==> config.mk <==
export PLATFORM = sky130hd
export DESIGN_NAME = aftab_csr_trap_sequencer
export DESIGN_NICKNAME = d
export VERILOG_FILES = /design/src/rtl/aftab_csr_seq_pkg.sv /design/src/rtl/aftab_trap_step_counter.sv /design/src/rtl/aftab_csr_trap_sequencer.sv
export SDC_FILE = /design/constraint.sdc
export NUM_CORES = 1
export LEC_CHECK = 0
export CAP_MARGIN = 10
export CORE_MARGIN = 3
export CORE_UTILIZATION = 32
export DETAILED_ROUTE_END_ITERATION = 8
export HOLD_SLACK_MARGIN = 0.03
export PLACE_DENSITY = 0.64
export REMOVE_ABC_BUFFERS = 1
export SETUP_SLACK_MARGIN = 0.1
export SYNTH_ARGS = -nofsm -noshare
export SYNTH_HDL_FRONTEND = slang
export SYNTH_SLANG_ARGS = --single-unit
==> constraint.sdc <==
create_clock -name clk -period 2.05 [get_ports clk]
set_input_delay 0.3075 -clock clk [delete_from_list [all_inputs] [get_ports clk]]
set_output_delay 0.3075 -clock clk [all_outputs]
set_load 0.01 [all_outputs]
==> src/rtl/aftab_csr_seq_pkg.sv <==
// Shared constants, encodings and the CSR access table for the AFTAB trap/MRET sequencer.
// The table is indexed by (mode, step) so the top only decides *when* to move through it.
package aftab_csr_seq_pkg;

  localparam int CSR_ADDR_W = 12;

  localparam logic [CSR_ADDR_W-1:0] CSR_MEPC    = 12'h341;
  localparam logic [CSR_ADDR_W-1:0] CSR_MCAUSE  = 12'h342;
  localparam logic [CSR_ADDR_W-1:0] CSR_MSTATUS = 12'h300;
  localparam logic [CSR_ADDR_W-1:0] CSR_MTVEC   = 12'h305;

  localparam int TRAP_LAST  = 4;
  localparam int MRET_FIRST = 2;

  typedef enum logic [2:0] {
    SRC_NONE     = 3'd0,
    SRC_PC       = 3'd1,
    SRC_CAUSE    = 3'd2,
    SRC_MST_TRAP = 3'd3,
    SRC_MST_MRET = 3'd4
  } wr_src_e;

  typedef enum logic [1:0] {
    ST_IDLE   = 2'd0,
    ST_ACCESS = 2'd1,
    ST_DONE   = 2'd2
  } state_e;

  typedef enum logic {
    MODE_TRAP = 1'b0,
    MODE_MRET = 1'b1
  } mode_e;

  typedef struct packed {
    logic [CSR_ADDR_W-1:0] addr;
    logic                  rd;
    logic                  wr;
    wr_src_e               src;
    logic                  last;
  } csr_access_t;

  // Trap entry walks steps 0..TRAP_LAST upward; MRET walks MRET_FIRST..0 downward.
  function automatic csr_access_t lookup_access(input mode_e mode, input logic [7:0] idx);
    csr_access_t a;
    a = '0;
    if (mode == MODE_TRAP) begin
      case (idx)
        8'd0: begin a.addr = CSR_MEPC;    a.wr = 1'b1; a.src = SRC_PC;       end
        8'd1: begin a.addr = CSR_MCAUSE;  a.wr = 1'b1; a.src = SRC_CAUSE;    end
        8'd2: begin a.addr = CSR_MSTATUS; a.rd = 1'b1;                       end
        8'd3: begin a.addr = CSR_MSTATUS; a.wr = 1'b1; a.src = SRC_MST_TRAP; end
        8'd4: begin a.addr = CSR_MTVEC;   a.rd = 1'b1; a.last = 1'b1;        end
        default: a = '0;
      endcase
    end else begin
      case (idx)
        8'd2: begin a.addr = CSR_MSTATUS; a.rd = 1'b1;                       end
        8'd1: begin a.addr = CSR_MSTATUS; a.wr = 1'b1; a.src = SRC_MST_MRET; end
        8'd0: begin a.addr = CSR_MEPC;    a.rd = 1'b1; a.last = 1'b1;        end
        default: a = '0;
      endcase
    end
    return a;
  endfunction

endpackage

==> src/rtl/aftab_trap_step_counter.sv <==
// Saturating step counter: zero > load > up > down. sat_hit flags an up/down request
// that would have run past either end, which the sequencer treats as a design error.
module aftab_trap_step_counter #(
  parameter int len = 3
) (
  input  logic           clk,
  input  logic           rst,
  input  logic           zero,
  input  logic           load,
  input  logic [len-1:0] load_val,
  input  logic           up,
  input  logic           down,
  output logic [len-1:0] cnt,
  output logic           sat_hit
);

  logic [len-1:0] cnt_q;
  logic [len-1:0] cnt_d;

  always_comb begin
    cnt_d   = cnt_q;
    sat_hit = 1'b0;
    if (zero) begin
      cnt_d = '0;
    end else if (load) begin
      cnt_d = load_val;
    end else if (up) begin
      if (cnt_q == '1) sat_hit = 1'b1;
      else             cnt_d   = cnt_q + 1'b1;
    end else if (down) begin
      if (cnt_q == '0) sat_hit = 1'b1;
      else             cnt_d   = cnt_q - 1'b1;
    end
  end

  always_ff @(posedge clk) begin
    if (rst) cnt_q <= '0;
    else     cnt_q <= cnt_d;
  end

  assign cnt = cnt_q;

endmodule

==> src/rtl/aftab_csr_trap_sequencer.sv <==
// Drives one CSR-file access per step for trap entry (up-count) and MRET (down-count),
// holding each strobe until csrAck and pulsing a done flag once the table is exhausted.
module aftab_csr_trap_sequencer
  import aftab_csr_seq_pkg::*;
#(
  parameter int len    = 3,
  parameter int ADDR_W = 12
) (
  input  logic              clk,
  input  logic              rst,
  input  logic              trapReq,
  input  logic              mretReq,
  input  logic              csrAck,
  output logic [ADDR_W-1:0] csrAddr,
  output logic              csrRd,
  output logic              csrWr,
  output logic [2:0]        wrSrcSel,
  output logic              ldPC,
  output logic              busy,
  output logic              trapDone,
  output logic              mretDone,
  output logic [len-1:0]    step
);

  state_e         state_q, state_d;
  mode_e          mode_q, mode_d;
  logic [len-1:0] step_q;
  logic           cnt_zero, cnt_load, cnt_up, cnt_down, cnt_sat;
  csr_access_t    access;

  aftab_trap_step_counter #(.len(len)) u_step_counter (
    .clk      (clk),
    .rst      (rst),
    .zero     (cnt_zero),
    .load     (cnt_load),
    .load_val (len'(MRET_FIRST)),
    .up       (cnt_up),
    .down     (cnt_down),
    .cnt      (step_q),
    .sat_hit  (cnt_sat)
  );

  assign access = lookup_access(mode_q, 8'(step_q));

  always_comb begin
    state_d  = state_q;
    mode_d   = mode_q;
    cnt_zero = 1'b0;
    cnt_load = 1'b0;
    cnt_up   = 1'b0;
    cnt_down = 1'b0;
    csrAddr  = '0;
    csrRd    = 1'b0;
    csrWr    = 1'b0;
    wrSrcSel = 3'd0;
    ldPC     = 1'b0;
    busy     = 1'b0;
    trapDone = 1'b0;
    mretDone = 1'b0;
    case (state_q)
      ST_IDLE: begin
        // Trap has priority; a simultaneous MRET must be held by its requester.
        if (trapReq) begin
          cnt_zero = 1'b1;
          mode_d   = MODE_TRAP;
          state_d  = ST_ACCESS;
        end else if (mretReq) begin
          cnt_load = 1'b1;
          mode_d   = MODE_MRET;
          state_d  = ST_ACCESS;
        end
      end
      ST_ACCESS: begin
        busy     = 1'b1;
        csrAddr  = ADDR_W'(access.addr);
        csrRd    = access.rd;
        csrWr    = access.wr;
        wrSrcSel = access.src;
        if (csrAck) begin
          if (access.last) begin
            ldPC    = 1'b1;
            state_d = ST_DONE;
          end else if (mode_q == MODE_TRAP) begin
            cnt_up = 1'b1;
          end else begin
            cnt_down = 1'b1;
          end
        end
      end
      ST_DONE: begin
        busy     = 1'b1;
        trapDone = (mode_q == MODE_TRAP);
        mretDone = (mode_q == MODE_MRET);
        cnt_zero = 1'b1;
        state_d  = ST_IDLE;
      end
      default: state_d = ST_IDLE;
    endcase
  end

  always_ff @(posedge clk) begin
    if (rst) begin
      state_q <= ST_IDLE;
      mode_q  <= MODE_TRAP;
    end else begin
      state_q <= state_d;
      mode_q  <= mode_d;
    end
  end

  // Every table stays strictly inside the counter range, so hitting an end means a broken table.
  always_ff @(posedge clk) begin
    if (!rst) assert (!cnt_sat);
  end

  assign step = step_q;

endmodule

# Yosys cells after proc, flatten, opt, wreduce, memory -nomap -nowiden
# Cells that the tools add are included.
[op_classes]
shifts = 0
n_addsub = 2
mux = 44
div = 0
bitwise = 1
multipliers = 0
magnitude_cmp = 0
n_reduce_logical = 16
n_eq_ne = 14
[op_table]
columns = ["operator", "count"]
rows = [
  ["$pmux W10 S4", 1],
  ["$mux W1", 26],
  ["$pmux W10 S2", 1],
  ["$mux W18", 1],
  ["$mux W3", 5],
  ["$mux W12", 1],
  ["$pmux W4 S3", 1],
  ["$reduce_or A2 Y1", 6],
  ["$mux W2", 5],
  ["$ne A3 B3 Y1 const B", 3],
  ["$reduce_and A3 Y1", 3],
  ["$ne A2 B2 Y1 const B", 4],
  ["$eq A3 B2 Y1 const B", 2],
  ["$eq A3 B3 Y1 const B", 2],
  ["$mux W4", 1],
  ["$pmux W2 S2", 1],
  ["$reduce_bool A2 Y1", 2],
  ["$add A3 B1 Y3 const B", 1],
  ["$eq A3 B1 Y1 const B", 1],
  ["$logic_not A3 Y1", 1],
  ["$reduce_bool A3 Y1", 1],
  ["$reduce_or A3 Y1", 1],
  ["$sub A3 B1 Y3 const B", 1],
  ["$eq A2 B1 Y1 const B", 1],
  ["other kinds (5)", 5],
]
[totals]
inputBits = 5
latch_bits = 0
romBits = 0
ramBits = 0
memories = 0
out_inout_bits = 24
wordCells = 81
regBits = 6

# Depth between registers and ports, before layout
[logic_depth]
ltp_word = 10
mapped_depth = 7
mapped_depth_nobuf = 6

# By module
# From an unflattened synthesis, not the netlist that was laid out.
[unflattened]
hier_cells = 105
hier_area_um2 = 818.3
[by_module_without_submodules]
columns = ["mod", "area_per_inst_um2", "cells_per_inst", "seq_area_each_um2", "instances"]
rows = [
  ["aftab_csr_trap_sequencer", 555.5, 71, 60.1, 1],
  ["aftab_trap_step_counter", 262.8, 34, 60.1, 1],
]

# Worst setup path before layout
# Ideal clock, no wire load.
[synth_timing]
path_kind = "reg-to-output"
start = "reg u_step_counter.cnt_q[0] (netlist: u_step_counter.cnt[0])"
end = "out csrAddr[9]"
setup_slack_ps = 102
stages_incl_launch_ff = 8
arrival_time_ps = 1641
required_ps = 1742
path_buffers = 2
path_cell_list = "dfxtp_1 > inv_1 > ha_1 > buf_2 > nor3_1 > o22ai_1 > and2_1 > buf_4"
[synth_via]
elab_chain_len = 5
word_cells_on_any_way = 11
cone_classes = "eq/ne (4); mux (4); reduce/logical (3)"
[synth_lines]
columns = ["item", "line", "text"]
rows = [
  ["start: declaration", "aftab_trap_step_counter.sv:17", "logic [len-1:0] cnt_q;"],
  ["start signal: assignment", "aftab_trap_step_counter.sv:38", "else cnt_q <= cnt_d;"],
  ["$eq A3 B2 Y1, or another cell as far along", "aftab_csr_seq_pkg.sv:47, aftab_csr_seq_pkg.sv:56", ""],
  ["$reduce_or A2 Y1 (no source line)", "n/a", ""],
  ["$pmux W10 S4 / $pmux W10 S2 (equally long branches)", "aftab_csr_seq_pkg.sv:47, aftab_csr_seq_pkg.sv:56", ""],
  ["$mux W18 *", "aftab_csr_seq_pkg.sv:46", "if (mode == MODE_TRAP) begin"],
  ["$mux W12 *", "aftab_csr_trap_sequencer.sv:60", "case (state_q)"],
  ["end: declaration", "aftab_csr_trap_sequencer.sv:14", "output logic [ADDR_W-1:0] csrAddr,"],
]
# Mark *: on every way between the ends. The rest lies on a longest branch, timed or not.

# Final worst setup path
# Same ends and word-level chain as after synthesis.

==> flow_summary.yaml <==
synth:
  synth-seq-area-share_pct: 16.70
  syn-cell-area_um2: 719.4
  syn_inst: 92
  avgSynthCellArea_um2: 7.820
  ys_ff_latch: 6
  yosys_warnings: 0
  synthDistinctLibCells: 34
timing:
  finalSetupViolCount: 0
  period_share_pct: 92.05
  rsz0062_at_grt: "true"
  slew_viol_final: 0
  tns_ns: 0
  timing.fmax_mhz: 529.9
  hold_viol: 0
  fin_crit_ns: 1.887
  skew_ns: 0.005886
  fin_hold_ws_ns: 0.5102
route:
  vias_per_cell: 4.993
  wl_mm: 1.799
  wl_per_cell_um: 12.16
  vias: 739
  dr.first_iter.drc_count: 12
  drc: 0
  ant_nets: 0
  drt_pass1_iterations: 4
setup_path:
  cp_data_arrival_time_ns: 1.58
  worst_setup_path_start_kind: "flop"
  cp.required_ns: 1.74
  r2r_slack_ns: 0.31
  r2r_start: "u_step_counter.cnt[0]"
  crit_path_cell_trace: "ha_1 > ha_2 > nor2_1 > o22ai_1 > and2_1 > clkdlybuf4s15_1"
  slowest_stage: "dfxtp_4"
  max_stage_delay_ns: 0.36
  criticalPathCategory: "flop to output pin"
  reg2reg_to: "u_step_counter.cnt[2]"
  worst-path-max-fanout: 5
  cpLargestDelayFamily: "adder cells"
  end_kind: "output pin"
  reg2regPathDepth: 7
  critPathBufInv: 1
power:
  power_mw: 0.6423
  switching_share_pct: 41.24
  leakage_nw: 0.4764
  vdd_drop_max_v: 0.0003902
  clockPowerShare_pct: 18.6
  pwr-share-comb_pct: 58.5
  power-per-cell-area_nw_per_um2: 630.7
  cell_internal_pwr_mw: 0.3774
  net-switching-power_mw: 0.2649
  pwr-share-seq_pct: 22.8
floorplan:
  coreArea_um2: 2042
  dieArea_um2: 2853
  dieHeight_um: 53.42
  rows: 16
  ioPinCount: 29
  start_util_pct: 35.23
  chipWidth_um: 53.42
finish:
  layout.nets: 138
  design_area_um2: 1018
  drive_above_1_share_pct: 22.31
  utilization_pct: 49.88
  layout_common_cells: "10 x clkdlybuf4s50_1, 10 x buf_4, 9 x dlygate4sd2_1"
  fillers: 221
  antenna_cells: 0
  syn_to_final_growth_pct: 41.57
clock_tree:
  cts_made_buffers: 3
  worstSkewPairLatency_ns: 0.26
  cts_setup_buffers: 0
  cts.reportedPaths.clkPinSlew_ns: 0.05
  cts_tree: "done"
  cts_buffer_depth: 2
  clock-sinks: 6
  holdBufCountCts: 0
  cts_root_buf: "clkbuf_4"
  cts_max_level: 1
global_routing:
  track_usage_pct: 14.11
  globalRouteOverflowTotal: 0
  grt_max_degree: 12
  antenna_found_initial: 0
  grt_pass1_wl_mm: 2.925
  first_global_vias: 664
placement:
  placed_cell_area_um2: 987.2
  io_buffers: 22
  gp_congestion: 0.8345
  hpwl_mm: 1.429
worst_hold_path:
  whs_endpoint: "state_q[1]"
  hold_depth: 2
  min_from: "state_q[1]"
  holdCritPathClass: "flop to flop"
job:
  cap_violations: 0
outcome:
  outcome: "completed"
-- cell families after synthesis --
kind of cell	after synthesis	synth area share, %
AND/OR/NAND/NOR	28	19.83
AO/OA/AOI/OAI	25	25.74
buffers and inverters	18	14.78
adder cells (fa/ha/maj)	10	17.39
flip-flops	6	16.70
XOR/XNOR	3	3.653
other	1	0.5212
multiplexers	1	1.391
-- worst reg2reg max path, stage by stage (launching register included) --
cell,delay [ns]
dfxtp_4,0.37
inv_2,0.07
ha_4,0.17
buf_4,0.15
a21o_1,0.20
a221oi_4,0.25
o311ai_1,0.14
a221oi_1,0.28
-- Yosys cell counts --
| cell type | instances | area (um2) |
|---|---|---|
| ha_1 | 10 | 125.1 |
| buf_4 | 8 | 60.06 |
| inv_1 | 7 | 26.28 |
| nand2_1 | 7 | 26.28 |
| nor2_1 | 7 | 26.28 |
| a21oi_1 | 6 | 30.03 |
| dfxtp_1 | 6 | 120.1 |
| nor3_1 | 5 | 25.02 |
| o21ai_0 | 4 | 20.02 |
| a211oi_1 | 3 | 22.52 |
| a21o_1 | 2 | 15.01 |
| a221oi_1 | 2 | 17.52 |
| and2_1 | 2 | 12.51 |
| nor3b_1 | 2 | 15.01 |
| xor2_1 | 2 | 17.52 |
| a221oi_4 | 1 | 26.28 |
| a31oi_1 | 1 | 6.260 |
| buf_2 | 1 | 5.000 |
| buf_6 | 1 | 11.26 |
| clkbuf_1 | 1 | 3.750 |
| conb_1 | 1 | 3.750 |
| mux2i_1 | 1 | 10.01 |
| nand2_2 | 1 | 6.260 |
| nand3_1 | 1 | 5.000 |
| nor2b_1 | 1 | 6.260 |
| nor2b_4 | 1 | 13.76 |
| o21a_1 | 1 | 7.510 |
| o21bai_1 | 1 | 7.510 |
| o22ai_1 | 1 | 6.260 |
| o311ai_0 | 1 | 8.760 |
| o311ai_1 | 1 | 8.760 |
| o41ai_1 | 1 | 8.760 |
| or3_1 | 1 | 6.260 |
| xnor2_1 | 1 | 8.760 |
-- sequential cells by signal, summed over array words and instances (netlist names) --
name and flops:
mode_q 1, u_step_counter.cnt 3, state_q 2
-- stage by stage --
stage	setup slack, ns	cells
floorplan	0.07218	86
global placement	0.09053	145
detailed placement	0.01709	145
CTS	0.08210	148
global route	0.06372	148
finish	0.1629	148
-- per-layer routing --
metal | routed length [um] | vias up | GRT usage [%]
met2 | 890 | 29 | 25.51
met4 | 23 | 0 | 3.830
li1 | - | 366 | -
met5 | 0 | - | 0
met1 | 766 | 339 | 15.33
met3 | 117 | 5 | 4.789
-- layout make-up --
class / instances / area, um2 / share of cell area, %
Multi-Input combinational cell: 73 / 536.8 / 52.70
Timing Repair Buffer: 32 / 274.0 / 26.90
Sequential cell: 6 / 125.1 / 12.28
Tap cell: 27 / 33.78 / 3.317
Inverter: 7 / 26.28 / 2.580
Clock buffer: 3 / 22.52 / 2.211
-- how the worst max path moves through the flow --
stage	startpoint	to	slack (ns)	depth (start not counted)
2_1_floorplan	u_step_counter.cnt[0]	u_step_counter.cnt[2]	0.07	6
3_3_place_gp	u_step_counter.cnt[0]	csrAddr[9]	0.09	6
3_5_place_dp	u_step_counter.cnt[0]	csrAddr[2]	0.02	6
4_1_cts	u_step_counter.cnt[0]	csrAddr[8]	0.08	6
5_1_grt	u_step_counter.cnt[0]	csrAddr[9]	0.06	6
6_report	u_step_counter.cnt[0]	csrAddr[9]	0.16	6
-- what timing repair did --
item                       CTS  global route
setup endpoints to repair   13             3
gates resized for setup     21             7
gates cloned                 0             0
-- power groups by stage --
stage	Combinational, mW	Clock, mW	Sequential [mW]
floorplan	0.202	0	0.155
global placement	0.382	0	0.147
detailed placement	0.386	0	0.147
CTS	0.373	0.124	0.147
global route	0.420	0.133	0.148
finish	0.376	0.120	0.147
Power figures use the tool's default switching activity.
